--- src/rtl/conv_pkg.sv ---
// Shared definitions for the conv window interface: geometry, producer FSM
// one-hot states and the conv engine's idle/m_1..m_5 state encodings.
package conv_pkg;

  localparam int DATA_W = 9;
  localparam int K      = 5;
  localparam int ROW_W  = K * DATA_W;

  localparam logic [2:0] S_STREAM = 3'b001;
  localparam logic [2:0] S_HOLD   = 3'b010;
  localparam logic [2:0] S_DONE   = 3'b100;

  typedef enum logic [2:0] {
    GEN_STREAM = S_STREAM,
    GEN_HOLD   = S_HOLD,
    GEN_DONE   = S_DONE
  } gen_state_e;

  // Consumer-side (conv) row sequencing, one-hot like the producer.
  typedef enum logic [5:0] {
    CONV_IDLE = 6'b000001,
    CONV_M_1  = 6'b000010,
    CONV_M_2  = 6'b000100,
    CONV_M_3  = 6'b001000,
    CONV_M_4  = 6'b010000,
    CONV_M_5  = 6'b100000
  } conv_state_e;

endpackage

--- src/rtl/conv_line_buf.sv ---
// One image line of delay: dout is the pixel pushed DEPTH enables ago.
// Storage is never reset; stale contents only reach row-straddling windows.
module conv_line_buf #(
  parameter int DEPTH = 28,
  parameter int WIDTH = 9
) (
  input  logic             clk,
  input  logic             en,
  input  logic [WIDTH-1:0] din,
  output logic [WIDTH-1:0] dout
);
  import conv_pkg::*;

  logic [WIDTH-1:0] sr_reg [DEPTH];

  always_ff @(posedge clk) begin
    if (en) begin
      sr_reg[0] <= din;
      for (int i = 1; i < DEPTH; i++) begin
        sr_reg[i] <= sr_reg[i-1];
      end
    end
  end

  assign dout = sr_reg[DEPTH-1];

endmodule

--- src/rtl/conv_window_gen.sv ---
// Raster pixel stream -> 5x5 windows held on x_m_1..x_m_5 until conv consumes them.
// Optional HOLD watchdog enabled by defining CONV_WDOG_EN.
module conv_window_gen #(
  parameter int DATA_W   = 9,
  parameter int IMG_W    = 28,
  parameter int IMG_H    = 28,
  parameter int WDOG_CYC = 64
) (
  input  logic                          clk,
  input  logic                          rstn,
  input  logic                          pix_valid,
  input  logic [DATA_W-1:0]             pix_data,
  output logic                          pix_ready,
  output logic                          x_valid,
  output logic [conv_pkg::K*DATA_W-1:0] x_m_1,
  output logic [conv_pkg::K*DATA_W-1:0] x_m_2,
  output logic [conv_pkg::K*DATA_W-1:0] x_m_3,
  output logic [conv_pkg::K*DATA_W-1:0] x_m_4,
  output logic [conv_pkg::K*DATA_W-1:0] x_m_5,
  input  logic                          conv_valid,
  output logic                          frame_done,
  output logic                          wdog_err
);
  import conv_pkg::*;

  localparam int RW = K * DATA_W;
  localparam int CW = $clog2(IMG_W);
  localparam int HW = $clog2(IMG_H);

  genvar gi;

  generate
    if (IMG_W < K || IMG_H < K || WDOG_CYC < 1) begin : g_cfg_check
      $error("conv_window_gen: IMG_W/IMG_H must be >= 5 and WDOG_CYC >= 1");
    end
  endgenerate

  gen_state_e               state_reg, state_next;
  logic                     pix_ready_reg, x_valid_reg, frame_done_reg, last_reg;
  logic [CW-1:0]            col_cnt_reg;
  logic [HW-1:0]            row_cnt_reg;
  logic [K-1:0][RW-1:0]     win_reg;
  logic [K-2:0][DATA_W-1:0] tap;
  logic [K-1:0][DATA_W-1:0] col_in;
  logic                     accept, win_ok, is_last, col_wrap, row_wrap, wdog_timeout;

  assign accept   = pix_valid && pix_ready_reg;
  assign col_wrap = (col_cnt_reg == CW'(IMG_W - 1));
  assign row_wrap = (row_cnt_reg == HW'(IMG_H - 1));
  assign win_ok   = (row_cnt_reg >= HW'(K - 1)) && (col_cnt_reg >= CW'(K - 1));
  assign is_last  = col_wrap && row_wrap;

  // Cascaded line buffers: tap[gi] is the pixel gi+1 rows above the incoming one.
  generate
    for (gi = 0; gi < K - 1; gi++) begin : g_lb
      logic [DATA_W-1:0] lb_din;
      if (gi == 0) begin : g_head
        assign lb_din = pix_data;
      end else begin : g_chain
        assign lb_din = tap[gi-1];
      end
      conv_line_buf #(
        .DEPTH (IMG_W),
        .WIDTH (DATA_W)
      ) u_lb (
        .clk  (clk),
        .en   (accept),
        .din  (lb_din),
        .dout (tap[gi])
      );
    end
  endgenerate

  // Window row 0 is the oldest line, row K-1 the live pixel.
  always_comb begin
    col_in[K-1] = pix_data;
    for (int r = 0; r < K - 1; r++) begin
      col_in[r] = tap[K-2-r];
    end
  end

  always_comb begin
    state_next = state_reg;
    case (state_reg)
      GEN_STREAM: if (accept && win_ok) state_next = GEN_HOLD;
      GEN_HOLD:   if (conv_valid || wdog_timeout) state_next = last_reg ? GEN_DONE : GEN_STREAM;
      GEN_DONE:   state_next = GEN_STREAM;
      default:    state_next = GEN_STREAM;
    endcase
  end

  always_ff @(posedge clk or negedge rstn) begin
    if (!rstn) begin
      state_reg      <= GEN_STREAM;
      pix_ready_reg  <= 1'b0;
      x_valid_reg    <= 1'b0;
      frame_done_reg <= 1'b0;
      last_reg       <= 1'b0;
      col_cnt_reg    <= '0;
      row_cnt_reg    <= '0;
      win_reg        <= '0;
    end else begin
      state_reg      <= state_next;
      pix_ready_reg  <= (state_next == GEN_STREAM);
      x_valid_reg    <= (state_next == GEN_HOLD);
      frame_done_reg <= (state_next == GEN_DONE);
      if (accept) begin
        for (int r = 0; r < K; r++) begin
          win_reg[r] <= {col_in[r], win_reg[r][RW-1:DATA_W]};
        end
        if (col_wrap) begin
          col_cnt_reg <= '0;
          row_cnt_reg <= row_wrap ? '0 : row_cnt_reg + 1'b1;
        end else begin
          col_cnt_reg <= col_cnt_reg + 1'b1;
        end
        if (win_ok) last_reg <= is_last;
      end
    end
  end

`ifdef CONV_WDOG_EN
  localparam int WW = $clog2(WDOG_CYC + 1);

  logic [WW-1:0] wdog_cnt_reg;
  logic          wdog_err_reg;

  // Counts HOLD cycles; the window is abandoned on the WDOG_CYC-th one.
  assign wdog_timeout = (state_reg == GEN_HOLD) && !conv_valid &&
                        (wdog_cnt_reg == WW'(WDOG_CYC - 1));

  always_ff @(posedge clk or negedge rstn) begin
    if (!rstn) begin
      wdog_cnt_reg <= '0;
      wdog_err_reg <= 1'b0;
    end else begin
      wdog_cnt_reg <= (state_reg == GEN_HOLD) ? wdog_cnt_reg + 1'b1 : '0;
      if (wdog_timeout) wdog_err_reg <= 1'b1;
    end
  end

  assign wdog_err = wdog_err_reg;
`else
  assign wdog_timeout = 1'b0;
  assign wdog_err     = 1'b0;
`endif

  assign pix_ready  = pix_ready_reg;
  assign x_valid    = x_valid_reg;
  assign frame_done = frame_done_reg;
  assign x_m_1      = win_reg[0];
  assign x_m_2      = win_reg[1];
  assign x_m_3      = win_reg[2];
  assign x_m_4      = win_reg[3];
  assign x_m_5      = win_reg[4];

endmodule

--- config.mk ---
export PLATFORM = sky130hd
export DESIGN_NAME = conv_window_gen
export DESIGN_NICKNAME = d
export VERILOG_FILES = /design/src/rtl/conv_pkg.sv /design/src/rtl/conv_line_buf.sv /design/src/rtl/conv_window_gen.sv
export SDC_FILE = /design/constraint.sdc
export NUM_CORES = 1
export LEC_CHECK = 0
export BUFFER_PORTS_ARGS = -buffer_cell sky130_fd_sc_hd__buf_2
export CAP_MARGIN = 20
export CORE_MARGIN = 2
export CORE_UTILIZATION = 50
export CTS_BUF_LIST = sky130_fd_sc_hd__clkbuf_2 sky130_fd_sc_hd__clkbuf_4 sky130_fd_sc_hd__clkbuf_8
export DETAILED_ROUTE_END_ITERATION = 8
export PLACE_DENSITY = 0.68
export SYNTH_ARGS = -nofsm -noshare
export SYNTH_HDL_FRONTEND = slang
export SYNTH_SLANG_ARGS = --single-unit
--- constraint.sdc ---
create_clock -name clk -period 42.1 [get_ports clk]
set_input_delay 2.105 -clock clk [delete_from_list [all_inputs] [get_ports clk]]
set_output_delay 2.105 -clock clk [all_outputs]
set_load 0.01 [all_outputs]
==> results of run 1 <==
==> cell type report <==
cell class	instances	area (µm²)
clock buffer	272	3331
clock inverter	71	561.8
fill	5718	32720
inverter	6	30.03
multi-input combinational	727	2909
sequential	1250	36330
tap	1050	1314
timing repair buffer	257	1424
==> per-layer routing <==
metal,up-vias,part of all wire
met5,-,0.00022
met4,2,0.025
met3,123,0.071
met2,532,0.43
met1,8762,0.47
li1,8097,-
==> power by group through the flow <==
stage | registers [mW] | clock network [mW] | logic, mW
after floorplan | 2.03 | 0 | 0.203
after global placement | 1.73 | 0 | 0.402
after detailed placement | 1.73 | 0 | 0.418
after CTS | 1.71 | 1.03 | 0.416
after global routing | 1.73 | 1.09 | 0.465
final | 1.71 | 0.992 | 0.413
==> cells by family (layout without fill, tap and decap cells) <==
logic type	count (synthesis)	after routing
AO/OA/AOI/OAI	16	16
adder cells (fa/ha/maj)	4	4
buffers and inverters	58	606
flip-flops	1250	1250
multiplexers	3	3
other	1	1
AND/OR/NAND/NOR	703	703
==> placed cells by master (no fill, tap or decap), types with 3 or more instances in the layout <==
master / n
edfxtp_1: 1008
nand2_1: 676
dfrtp_1: 241
buf_2: 239
clkbuf_8: 206
clkbuf_4: 66
clkinv_1: 32
clkinv_2: 18
buf_4: 12
nand3_1: 8
bufinv_16: 6
inv_1: 5
o21ai_0: 5
nor3_1: 4
inv_8: 4
ha_1: 4
clkinvlp_4: 4
nor2b_1: 3
mux2_1: 3
inv_6: 3
clkinv_8: 3
buf_16: 3
==> critical path: cells and delay by family <==
kind | cells | cell delay, ns
compound gates | 2 | 0.64
buf+inv | 6 | 3.43
simple gates | 1 | 0.29
==> per-stage QoR <==
step / instances / setup WS [ns] / hold WS (ns) / instance area (µm²)
floorplan: 2035 / 10.69 / 0.4003 / 39490
CTS: 3630 / 35.92 / 0.3971 / 45810
detailed placement: 3287 / 34.96 / 0.4045 / 41920
finish: 3633 / 36.04 / 0.4007 / 45900
global route: 3633 / 35.67 / 0.4068 / 45900
global placement: 3287 / 35.25 / 0.4002 / 41920
==> final timing paths <==
check | endpoint | cells past startpoint
min in group asynchronous | x_m_2[5] | 1
worst max-delay path | state_reg[1] | 9
worst max register to register | state_reg[1] | 8
max in group asynchronous | x_m_2[0] | 2
worst min register to register | g_lb[3].u_lb.sr_reg[9][7] | 0
worst min-delay path | g_lb[3].u_lb.sr_reg[9][7] | 0
==> reports/results.ini, run 1 <==
[outcome]
outcome=complete, no violations

[setup_path]
crit_path_frequent_cell=buf_4
crit_path_max_fanout=131
startpoint=pix_valid
slowest_stage=buf_4
cp.required_ns=42.76
crit_path_end_kind=flop
cp_cell_sequence=buf_2 -> nand2_4 -> inv_8 -> buf_4 -> buf_4 -> buf_16 -> buf_4 -> o311ai_1 -> o32ai_1
crit_type=primary input to flop
r2r_start=pix_ready
r2r_slack_ns=37.05
critPathMaxStageDelay_ns=0.94
start_kind=primary input
worstPathArrival_ns=6.72

[pwr]
clockPowerShare=0.318
p_leak_nw=16.35
p_per_area_nw_per_um2=67.93
peakVddDrop_uv=48.12
seq_power_share=0.549
switchingPower_mw=0.8480
switching_share=0.2720
power_mw=3.118
combPwrFrac=0.133
intPower_mw=2.270

[yosys]
synthArstFlopShare=0.1936
synth.cell_area_um2=39490
synthFlopType=edfxtp_1
synth_common_cells=edfxtp_1 (1008), nand2_1 (677), dfrtp_1 (241)
synth_top_area_frac=0.7665
synthMuxAreaShare=0.0008555
synth_nets=2052
synth_top_family_by_area=simple AND/OR/NAND/NOR gates
yosysMostFrequentCell=edfxtp_1
synth_cell_types=33
synth_xor_area_frac=0
syn_inst=2035
synth.area.top_cells=edfxtp_1 (77%), dfrtp_1 (15%), nand2_1 (6.4%)
avgSynthCellArea_um2=19.41
synth.largest_area_cell=edfxtp_1
synthAdderAreaFrac=0.001267
synth_warnings=0
synth_compound_area_frac=0.002756
synth-seq-area-share=0.9199
synthSimpleGateAreaFrac=0.06850
yosys_register_bits=1250
synth_edf_count=1008

[route]
avgViaCountPerCell=4.821
drc=0
routedWlPerCell_um=16.08
drtIter0Drc=1392
drtPass1Iterations=5
drtAntennaViolNets=0
vias=17520
routed_wl_um=58410

[clock_network]
clockBufferDepth=3
ctsHoldBuffers=0
cts.sinks=1250
cts_repair_resize_count=0
numCtsBuffers=184
insertion_delay_ns=0.78
cts_tree=built
cts_setup_buffers=0
root_buffer=clkbuf_8
clk_pin_slew_ns=0.06
htree_levels=4

[grt]
antenna_found_initial=1
grt-ovfl-total=0
top_usage_layer=met1
grt_use_met1=0.2179
gr-usage-met3=0.04624
met2_usage=0.1935
grt_max_degree=217
grtUsageTotal=0.1440
grt_pass1_vias=17300
grt_pass1_wl_um=93320

[timing]
period_needed_ns=6.059
setup-tns-final_ns=0
fin_crit_sh=0.1439
slew_headroom=0.2990
max_freq_ghz=0.1651
worstMarginPinSlew_ns=1.051
setup_viol=0
maxSlewViolCount=0
grt_setup_unrepaired=no
hold_viol_final=0
fin_skew_ns=0.02709

[layout]
drive_above_1_share=0.2218
layout-area-overhead-vs-synth_pct=16.22
layout.nets=2443
antenna_cells=0
utilization=0.5838
largest_reg_flops=1008

[worst_hold_path]
min_from=g_lb[3].u_lb.sr_reg[8][7]
hp-class=flop to flop

[floorplan]
core_um2=78610
die_h_um=285.0
row_count=103
die_x_um=285.0
die_area_um2=81250
pin_count=242
start_util=0.5023

[placed_design]
numPortBuffers=240
routabilityCongestion=0.8594
dp_hpwl_um=30360

[job]
maxCapViolCount=0

Power figures use the tool's default switching activity.
==> run 2, diff against run 1 <==
--- a/config.mk
+++ b/config.mk
@@ -11,7 +11,7 @@
 export CORE_UTILIZATION = 50
 export CTS_BUF_LIST = sky130_fd_sc_hd__clkbuf_2 sky130_fd_sc_hd__clkbuf_4 sky130_fd_sc_hd__clkbuf_8
 export DETAILED_ROUTE_END_ITERATION = 8
-export PLACE_DENSITY = 0.68
+export PLACE_DENSITY = 0.7
 export SYNTH_ARGS = -nofsm -noshare
 export SYNTH_HDL_FRONTEND = slang
 export SYNTH_SLANG_ARGS = --single-unit
==> constraint.sdc (replaced) <==
create_clock -name clk -period 5.04 [get_ports clk]
set_input_delay 0.252 -clock clk [delete_from_list [all_inputs] [get_ports clk]]
set_output_delay 0.252 -clock clk [all_outputs]
set_load 0.01 [all_outputs]
==> run 2 against run 1 <==
Net effect:
- worst setup slack lost 34 ns
- critical path type is now flop to flop
- total power rose to 8.4 times the previous value
- highest routed layer is now met4
- via count increased by 1.3%
- largest power group unchanged
- die area unchanged
- largest cell class unchanged
- critical path depth is 6 lower
- cell count rose by 0.47%
==> reports/results.ini, run 2 (synthesis gave the netlist of run 1 again) <==
[outcome]
outcome=complete, no violations

[placed_design]
place_ws_ns=2.342
place_area_um2=42060
dp_hpwl_um=32540
numPortBuffers=240
place_inst=3294
routabilityCongestion=0.8480

[timing]
fin_crit_sh=0.5334
period_needed_ns=2.688
setup-tns-final_ns=0
hold_viol_final=0
grt_setup_unrepaired=no
slew_headroom=0.3488
fin_skew_ns=0.03510
maxSlewViolCount=0
worst_hold_slack_ns=0.1205
max_freq_ghz=0.3720
fin_ws_ns=2.352
setup_viol=0
worstMarginPinSlew_ns=0.9768

[clock_network]
clockBufferDepth=3
cts_tree=built
cts_repair_resize_count=0
numCtsBuffers=182
root_buffer=clkbuf_8
clk_pin_slew_ns=0.06
htree_levels=4
insertion_delay_ns=0.79
cts.sinks=1250

[pwr]
p_per_area_nw_per_um2=568.8
clockPowerShare=0.317
intPower_mw=18.90
seq_power_share=0.546
power_mw=26.21
peakVddDrop_uv=433.7
combPwrFrac=0.137
switching_share=0.2788
switchingPower_mw=7.307
p_leak_nw=16.44

[setup_path]
rr_endpoint=g_lb[2].u_lb.sr_reg[3][19]
crit_path_max_fanout=135
worstPathArrival_ns=3.09
r2r_slack_ns=2.35
cp.required_ns=5.44
start_kind=flop
r2r_start=pix_ready
crit_type=flop to flop
crit_path_end_kind=flop
reg2reg_depth=3

[layout]
final_cells=3650
utilization=0.5862
layout.nets=2458
layout_common_cells=edfxtp_1 (1008), nand2_1 (676), dfrtp_1 (241)
num-fill-cells=5708
final_common_cell=edfxtp_1
stdcell_area_um2=46080
antenna_cells=0
largest_reg_flops=1008
drive_above_1_share=0.2196
layout-area-overhead-vs-synth_pct=16.69

[grt]
antenna_found_initial=0
grt_pass1_wl_um=96770
grt_max_degree=143
grtUsageTotal=0.1509
grt_pass1_vias=17640
grt-ovfl-total=0

[floorplan]
die_x_um=285.0
pin_count=242
row_count=103
die_area_um2=81250
core_um2=78610
die_h_um=285.0
start_util=0.5023

[route]
vias=17750
routedWlPerCell_um=16.78
routed_wl_um=61250
drtIter0Drc=1393
drtPass1Iterations=8
drtAntennaViolNets=0
avgViaCountPerCell=4.863
drc=0

[worst_hold_path]
hp-class=primary input to async pin

[job]
maxCapViolCount=0

-- run 2: changes by cell type in the layout (fill, tap and decap cells not counted), sizes merged, moves of 3 or more --
| cell | before | now |
|---|---|---|
| clkinvlp | 4 | 0 |
| bufinv | 6 | 9 |
| clkinv | 53 | 76 |
| clkbuf | 272 | 249 |
| dlygate4sd3 | 0 | 12 |
| buf | 257 | 262 |
-- run 2: worst max path at each step --
stage / slack, ns / end / depth (start not counted) / startpoint
global route: 2.15 / row_cnt_reg[2] / 5 / pix_ready
floorplan: 1.05 / g_lb[0].u_lb.sr_reg[0][0] / 4 / pix_ready
CTS: 2.34 / row_cnt_reg[2] / 5 / pix_ready
finish: 2.35 / g_lb[2].u_lb.sr_reg[3][19] / 3 / pix_ready
detailed placement: 2.34 / row_cnt_reg[2] / 5 / pix_ready
global placement: 2.41 / g_lb[3].u_lb.sr_reg[0][2] / 3 / pix_ready
-- run 2: what timing repair did --
action | 4_1_cts | 5_1_grt
buffers inserted | 0 | 0
endpoints found under the hold margin | 125 | 0
hold buffers | 12 | 0
-- run 2: layout make-up --
class | instances | area, µm² | share of cell area
repair buffers | 274 | 1629 | 0.03535
well taps | 1050 | 1314 | 0.02851
flip-flops and latches | 1250 | 36330 | 0.7883
multi-input cells | 727 | 2909 | 0.06313
clock buffers | 249 | 3083 | 0.06690
inverters | 6 | 30.03 | 0.0006516
clock inverters | 94 | 792.0 | 0.01719
-- run 2: worst max-delay path: stages (launching register included) --
cell,delay [ns]
dfrtp_1,0.41
nand2_4,0.32
inv_8,0.83
buf_4,0.67
-- run 2: metal layers --
layer / GRT usage / wire length [µm] / up-vias
met5: 0 / 0 / -
met1: 0.2263 / 29070 / 8946
met4: 0.06060 / 1166 / 0
met2: 0.2095 / 26700 / 553
met3: 0.04464 / 4317 / 100
li1: - / - / 8151
-- run 2: power by group through the flow --
stage               registers, mW  clock network [mW]  logic [mW]
finish                       14.3                8.31        3.59
global route                 14.5                9.10        4.00
CTS                          14.3                8.61        3.64
detailed placement           14.5                   0        3.64
global placement             14.4                   0        3.49
floorplan                    14.7                   0        1.66
